$ cat config.mk
export PLATFORM = sky130hd
export DESIGN_NAME = bcd_time_keeper
export DESIGN_NICKNAME = d
export VERILOG_FILES = /design/src/rtl/bcd_time_keeper.sv
export SDC_FILE = /design/constraint.sdc
export NUM_CORES = 1
export LEC_CHECK = 0
export ABC_CLOCK_PERIOD_IN_PS = 5000
export BUFFER_PORTS_ARGS = -buffer_cell sky130_fd_sc_hd__buf_2
export CORE_MARGIN = 2
export CORE_UTILIZATION = 63
export DETAILED_ROUTE_END_ITERATION = 10
export PLACE_DENSITY = 0.89
export SYNTH_ARGS = -nofsm -noshare
export SYNTH_HDL_FRONTEND = slang
export SYNTH_SLANG_ARGS = --single-unit
$ cat constraint.sdc
create_clock -name clk -period 5 [get_ports clk]
set_input_delay 0.25 -clock clk [delete_from_list [all_inputs] [get_ports clk]]
set_output_delay 0.25 -clock clk [all_outputs]
set_load 0.05 [all_outputs]
$ cat src/rtl/bcd_time_keeper.sv
// bcd_time_keeper: free-running 24-hour BCD clock (HH:MM:SS).
// A prescaler divides clk down to a one-second tick. Set mode freezes
// counting and lets the debounced buttons step hours and minutes.
// secPulse marks each tick-driven second advance. minPulse marks any change
// of the minute or hour digits, whether it comes from a carry or a button step.
//
// Handshake: this block has no valid/ready interfaces. incHour/incMin are
// level inputs, and a step happens on each sampled 0->1 transition while
// setMode = 1. Pulses are single-cycle and registered.
module bcd_time_keeper #(
  parameter int TICKS_PER_SEC = 50000000
) (
  input  logic       clk,
  input  logic       reset,
  input  logic       setMode,
  input  logic       incHour,
  input  logic       incMin,
  output logic [3:0] curHour1,
  output logic [3:0] curHour0,
  output logic [3:0] curMin1,
  output logic [3:0] curMin0,
  output logic [3:0] curSec1,
  output logic [3:0] curSec0,
  output logic       secPulse,
  output logic       minPulse
);

  localparam int PW = (TICKS_PER_SEC > 2) ? $clog2(TICKS_PER_SEC) : 1;
  localparam logic [PW-1:0] PRESC_TERM = PW'(TICKS_PER_SEC - 1);

  // Two-digit BCD increment that wraps to 00 after reaching max_v.
  function automatic logic [7:0] bcd_inc(input logic [7:0] v, input logic [7:0] max_v);
    logic [7:0] r;
    if (v == max_v) begin
      r = 8'h00;
    end else if (v[3:0] == 4'd9) begin
      r = {v[7:4] + 4'd1, 4'd0};
    end else begin
      r = {v[7:4], v[3:0] + 4'd1};
    end
    return r;
  endfunction

  logic [PW-1:0] presc_q, presc_d;
  logic [7:0]    hour_q, hour_d;
  logic [7:0]    min_q, min_d;
  logic [7:0]    sec_q, sec_d;
  logic          prev_inc_hour_q;
  logic          prev_inc_min_q;
  logic          sec_pulse_q, sec_pulse_d;
  logic          min_pulse_q, min_pulse_d;

  logic tick;
  logic hour_step;
  logic min_step;

  // Button edges count only in set mode; edges seen while running are dropped.
  assign tick      = !setMode && (presc_q == PRESC_TERM);
  assign hour_step = setMode && incHour && !prev_inc_hour_q;
  assign min_step  = setMode && incMin && !prev_inc_min_q;

  // Next-state: set-mode stepping, or prescaler plus the single-cycle carry cascade.
  always_comb begin
    presc_d = presc_q;
    hour_d  = hour_q;
    min_d   = min_q;
    sec_d   = sec_q;
    if (setMode) begin
      presc_d = '0;
      sec_d   = 8'h00;
      if (min_step) begin
        min_d = bcd_inc(min_q, 8'h59);
      end
      if (hour_step) begin
        hour_d = bcd_inc(hour_q, 8'h23);
      end
    end else if (tick) begin
      presc_d = '0;
      sec_d   = bcd_inc(sec_q, 8'h59);
      if (sec_q == 8'h59) begin
        min_d = bcd_inc(min_q, 8'h59);
        if (min_q == 8'h59) begin
          hour_d = bcd_inc(hour_q, 8'h23);
        end
      end
    end else begin
      presc_d = presc_q + PW'(1);
    end
    sec_pulse_d = tick;
    min_pulse_d = (hour_d != hour_q) || (min_d != min_q);
  end

  // State and pulse registers, plus button history for edge detection.
  always_ff @(posedge clk or posedge reset) begin
    if (reset) begin
      presc_q         <= '0;
      hour_q          <= 8'h00;
      min_q           <= 8'h00;
      sec_q           <= 8'h00;
      prev_inc_hour_q <= 1'b0;
      prev_inc_min_q  <= 1'b0;
      sec_pulse_q     <= 1'b0;
      min_pulse_q     <= 1'b0;
    end else begin
      presc_q         <= presc_d;
      hour_q          <= hour_d;
      min_q           <= min_d;
      sec_q           <= sec_d;
      prev_inc_hour_q <= incHour;
      prev_inc_min_q  <= incMin;
      sec_pulse_q     <= sec_pulse_d;
      min_pulse_q     <= min_pulse_d;
    end
  end

  assign curHour1 = hour_q[7:4];
  assign curHour0 = hour_q[3:0];
  assign curMin1  = min_q[7:4];
  assign curMin0  = min_q[3:0];
  assign curSec1  = sec_q[7:4];
  assign curSec0  = sec_q[3:0];
  assign secPulse = sec_pulse_q;
  assign minPulse = min_pulse_q;

endmodule

# After elaboration in Yosys (flattened, before gate mapping)
# Cells that the tools add are included.
# op_classes
add_sub_neg	7
eq_ne	9
mux	19
reduce_logical	12
# op_table
op	count
$mux 8	17
$mux 26	2
$add 26x1->26 const B	1
$eq 26x26->1 const B	1
$add 4x1->4 const B	6
$eq 8x7->1 const B	2
$ne 8x8->1	2
$eq 4x4->1 const B	3
$eq 8x6->1 const B	1
$logic_and 1x1->1	5
$logic_not 1->1	3
$reduce_bool 3->1	1
$reduce_and 2->1	1
$reduce_bool 2->1	1
$logic_or 1x1->1	1
# totals
inputBits	5
reg_bits	54
word_cells	56
out_inout_bits	26

# Depth between registers and ports, before layout
# depth
depth_word	9
ltp_mapped	9
depth_no_buf	8

# Worst setup path before layout
# OpenSTA, ideal clock, no wires.
# synth_timing
path_type	register to register
from	register min_q[0]
to	register hour_q[2]
arrival_ps	2310
t_required_ps	4875
path_buffers	1
path_slack_ps	2566
period_less_slack_ps	2434
setup_ps	125
path_stages_with_launch	9
path_cell_list	dfrtp_1 > ha_1 > and3b_1 > clkbuf_1 > nand4_1 > nor4_4 > a21oi_2 > nor2b_1 > mux2_2
# synth_between
elab_chain_len	5
# synth_lines
element	line_no	rtl
from (decl)	46	logic [7:0] min_q, min_d;
from (signal assigned)	107	min_q <= min_d;
$eq 8x7->1	82	if (min_q == 8'h59) begin
$mux 8	82	
$mux 8	80	if (sec_q == 8'h59) begin
$mux 8	77	end else if (tick) begin
$mux 8	68	if (setMode) begin
via hour_d[2]	45	logic [7:0] hour_q, hour_d;
to (signal assigned)	106	hour_q <= hour_d;
to (decl)	45	
# The timed path passes the listed nets, and every way through them passes these cells.
# A chain may end at the register's enable or synchronous reset.

# Worst setup path after layout
# layout_timing
from	register presc_q[0]
to	register min_q[3]
# layout_between
elab_chain_len	4
# layout_lines
element	line_no	rtl
from (decl)	44	logic [PW-1:0] presc_q, presc_d;
from (signal assigned)	105	presc_q <= presc_d;
$eq 26x26->1	58	assign tick = !setMode && (presc_q == PRESC_TERM);
$logic_and 1x1->1	58	
$mux 8	77	
$mux 8	68	
via min_d[3]	46	
# The timed path passes the listed nets, and every way through them passes these cells.

==> reports/metrics.csv <==
stage,metric,value,unit
layout,seqCellArea,1350,µm²
sta,finalSetupViolations,0,
global_routing,overflow,0,
clock_tree,cts_resized,0,
worst_setup_path,arrival,2.70,ns
sta,grt_setup_unrepaired,false,
clock_tree,cts.sinks,54,
layout,multi_input_area,1560,µm²
global_routing,grt_first_pass_wirelength,9800,µm
die,start_util,64.2,%
drt,routed_wl,5900,µm
clock_tree,cts_tree,built,
synthesis,async_flop_share,100,%
worst_setup_path,critical_path_class,reg -> reg,
synthesis,synth_warnings,0,
clock_tree,postCtsHoldBufs,0,
sta,fmax,407,MHz
global_routing,gr-usage-all-layers,23.2,%
synthesis,synth-simple-area-share,30.0,%
clock_tree,htreeDepth,2,
sta,setup_tns,0,ns
sta,holdWs,0.0657,ns
layout,antenna_cells,0,
die,die_x,72.9,µm
placed_design,gp_congestion,0.914,
worst_setup_path,endpoint_kind,flip-flop,
layout,stdcell_count,395,
worst_setup_path,start_kind,flip-flop,
sta,slew_headroom,38.9,%
synthesis,ys_types,51,
global_routing,antenna_found_initial,0,
layout,nets,358,
synthesis,synthCells,311,
synthesis,synth-seq-cells,54,
placed_design,place.detailed.hpwl,4120,µm
synthesis,synth-compound-area-share,7.94,%
die,rows,25,
sta,period_share,49.1,%
min_path,worstHoldPathType,in -> reg,
drt,vias_per_cell,5.98,
layout,layout-drive-gt1-share,16.1,%
placed_design,portBuffers,30,
drt,drt.antenna.violating_nets,0,
synthesis,synth-xor-area-share,7.32,%
synthesis,synth_fa_ha_area_share,5.43,%
die,io_pins,31,
clock_tree,cts_setup_buffers,0,
synthesis,synth_top_family_by_area,simple AND/OR/NAND/NOR gates,
job,max_cap_violations,0,
synthesis,ys_seq_area_share,45.2,%
pwr,pwr_density_cell,363,nW/µm²
global_routing,grt_max_degree,55,
layout,areaGrowthSynthToFinish,9.20,%
pwr,ir_drop,197,µV
worst_setup_path,required,5.25,ns
layout,fillers,352,
die,dieHeight,72.9,µm
synthesis,netlist_area,2990,µm²
drt,drtIter0Drc,179,
drt,drc_errors,0,
placed_design,dp_cells,387,
die,coreArea,4660,µm²
clock_tree,cts_root_buf,clkbuf_8,
synthesis,synth-edff-count,0,
synthesis,synthMuxAreaShare,1.42,%
clock_tree,clk_path_buf_depth,2,
drt,dr.pass1.iters,4,
sta,worstMarginPinSlew,0.915,ns
synthesis,synth_nets,329,
worst_setup_path,critPathMaxFanout,15,
synthesis,synthTopCellsByArea,"dfrtp_1 45%, ha_1 5.4%, nor2_1 5.4%",
run_status,outcome,completed,
synthesis,syn_avg_cell_area,9.62,µm²
pwr,leakagePower,1.46,nW
drt,vias,2361,
sta,drv_slew,0,
sta,hold_viol,0,
global_routing,grt_pass1_vias,2199,
clock_tree,worstSkewPairLatency,0.30,ns
synthesis,synth_top_cell_by_area,dfrtp_1,
sta,skew,0.00751,ns
layout,finalCoreUtilization,70.1,%
synthesis,synth_top_area_share,45.2,%
clock_tree,clk_pin_slew_worst_paths,0.09,ns
die,die-area,5320,µm²
drt,drt-wirelength-per-cell,14.9,µm
synthesis,synth_ff_type,dfrtp_1,
clock_tree,numCtsBuffers,5,
sta,fin_crit,2.46,ns
[cells in the final DEF, fill, tap and decap left out, drive strengths merged, types with 5 or more instances in the layout]
cell type,synthesis,layout
dfrtp,54,54
nor2,43,43
buf,4,31
nand2,26,26
nand3,24,24
xor2,18,18
o21ai,14,14
ha,13,13
inv,11,11
nand4,9,9
xnor2,7,7
nor3,7,7
clkbuf,5,7
nand2b,6,6
nor4,6,6
a21oi,6,6
and3,5,5
nand3b,5,5
o31ai,5,5
[flip-flops by register name (all words and copies together), names as in the netlist]
signal           flops
minPulse             1
prev_inc_hour_q      1
hour_q               8
secPulse             1
prev_inc_min_q       1
sec_q                8
presc_q             26
min_q                8
[critical path, cell delays in order (launching register included)]
cell	delay, ns
dfrtp_1	0.40
ha_1	0.22
and4_4	0.26
nand3_4	0.12
nor3_4	0.48
a21boi_1	0.40
or3_1	0.44
nand3_1	0.08
[per-stage QoR]
step | instance area, µm² | setup slack, ns | power, mW
2_1_floorplan | 2990 | 2.57 | 0.858
3_3_place_gp | 3180 | 2.65 | 0.938
3_5_place_dp | 3180 | 2.57 | 0.950
4_1_cts | 3270 | 2.55 | 1.19
5_1_grt | 3270 | 2.33 | 1.26
6_report | 3270 | 2.54 | 1.19
[final cells by class]
type | instances | area share (%)
multi-input cells | 237 | 47.7
well taps | 54 | 2.07
repair buffers | 31 | 4.82
clock inverters | 1 | 0.153
inverters | 11 | 1.26
flip-flops and latches | 54 | 41.3
clock buffers | 7 | 2.64
[report_power, final]
group	internal [mW]	switching, mW
sequential	0.483	0.0656
clock	0.112	0.134
combinational	0.110	0.283
[cell usage after synthesis, types with 2 or more instances]
cell type,number
nor4b_1,2
and4_1,2
and3_1,5
or3_1,3
xor2_1,18
mux2i_1,2
xnor2_1,7
mux2_2,2
o31ai_1,5
clkbuf_1,5
nand4_1,8
nand2_1,26
a21oi_2,2
nand3_1,23
a21oi_1,4
and3b_1,3
or2_2,2
nand2b_1,6
nand3b_1,5
dfrtp_1,54
o41ai_1,3
ha_1,13
and2_1,4
nor4_1,4
inv_1,11
nor3_1,6
and4bb_2,2
or4_1,2
o21ai_0,14
nor2_1,43
nor2b_1,3
buf_2,3
[worst paths after layout]
path,endpoint,start,slack (ns),cells past startpoint
min,prev_inc_min_q,incMin,0.07,1
max reg2reg,min_q[3],presc_q[0],2.54,7
max in group asynchronous,sec_q[7],reset,4.44,3
min reg2reg,min_q[7],min_q[7],0.50,1
min in group asynchronous,hour_q[1],reset,0.11,3
max,min_q[3],presc_q[0],2.54,7
[routing by layer]
metal	up-vias	share of wire, %	GRT usage, %	wire length (µm)
li1	1153	-	-	-
met1	1142	45	30.0	2680
met2	56	49	38.8	2910
met3	10	3.4	5.11	198
met4	0	1.8	8.02	107
met5	-	0	0	0
[logic make-up after synthesis]
group	count (synthesis)
and+or+nand+nor	159
DFF	54
AOI/OAI and AO/OA	36
xor gates and xnor gates	25
buffers and inverters	20
adders and majority gates	13
muxes	4
No activity file was read; power rests on OpenSTA's default activity.
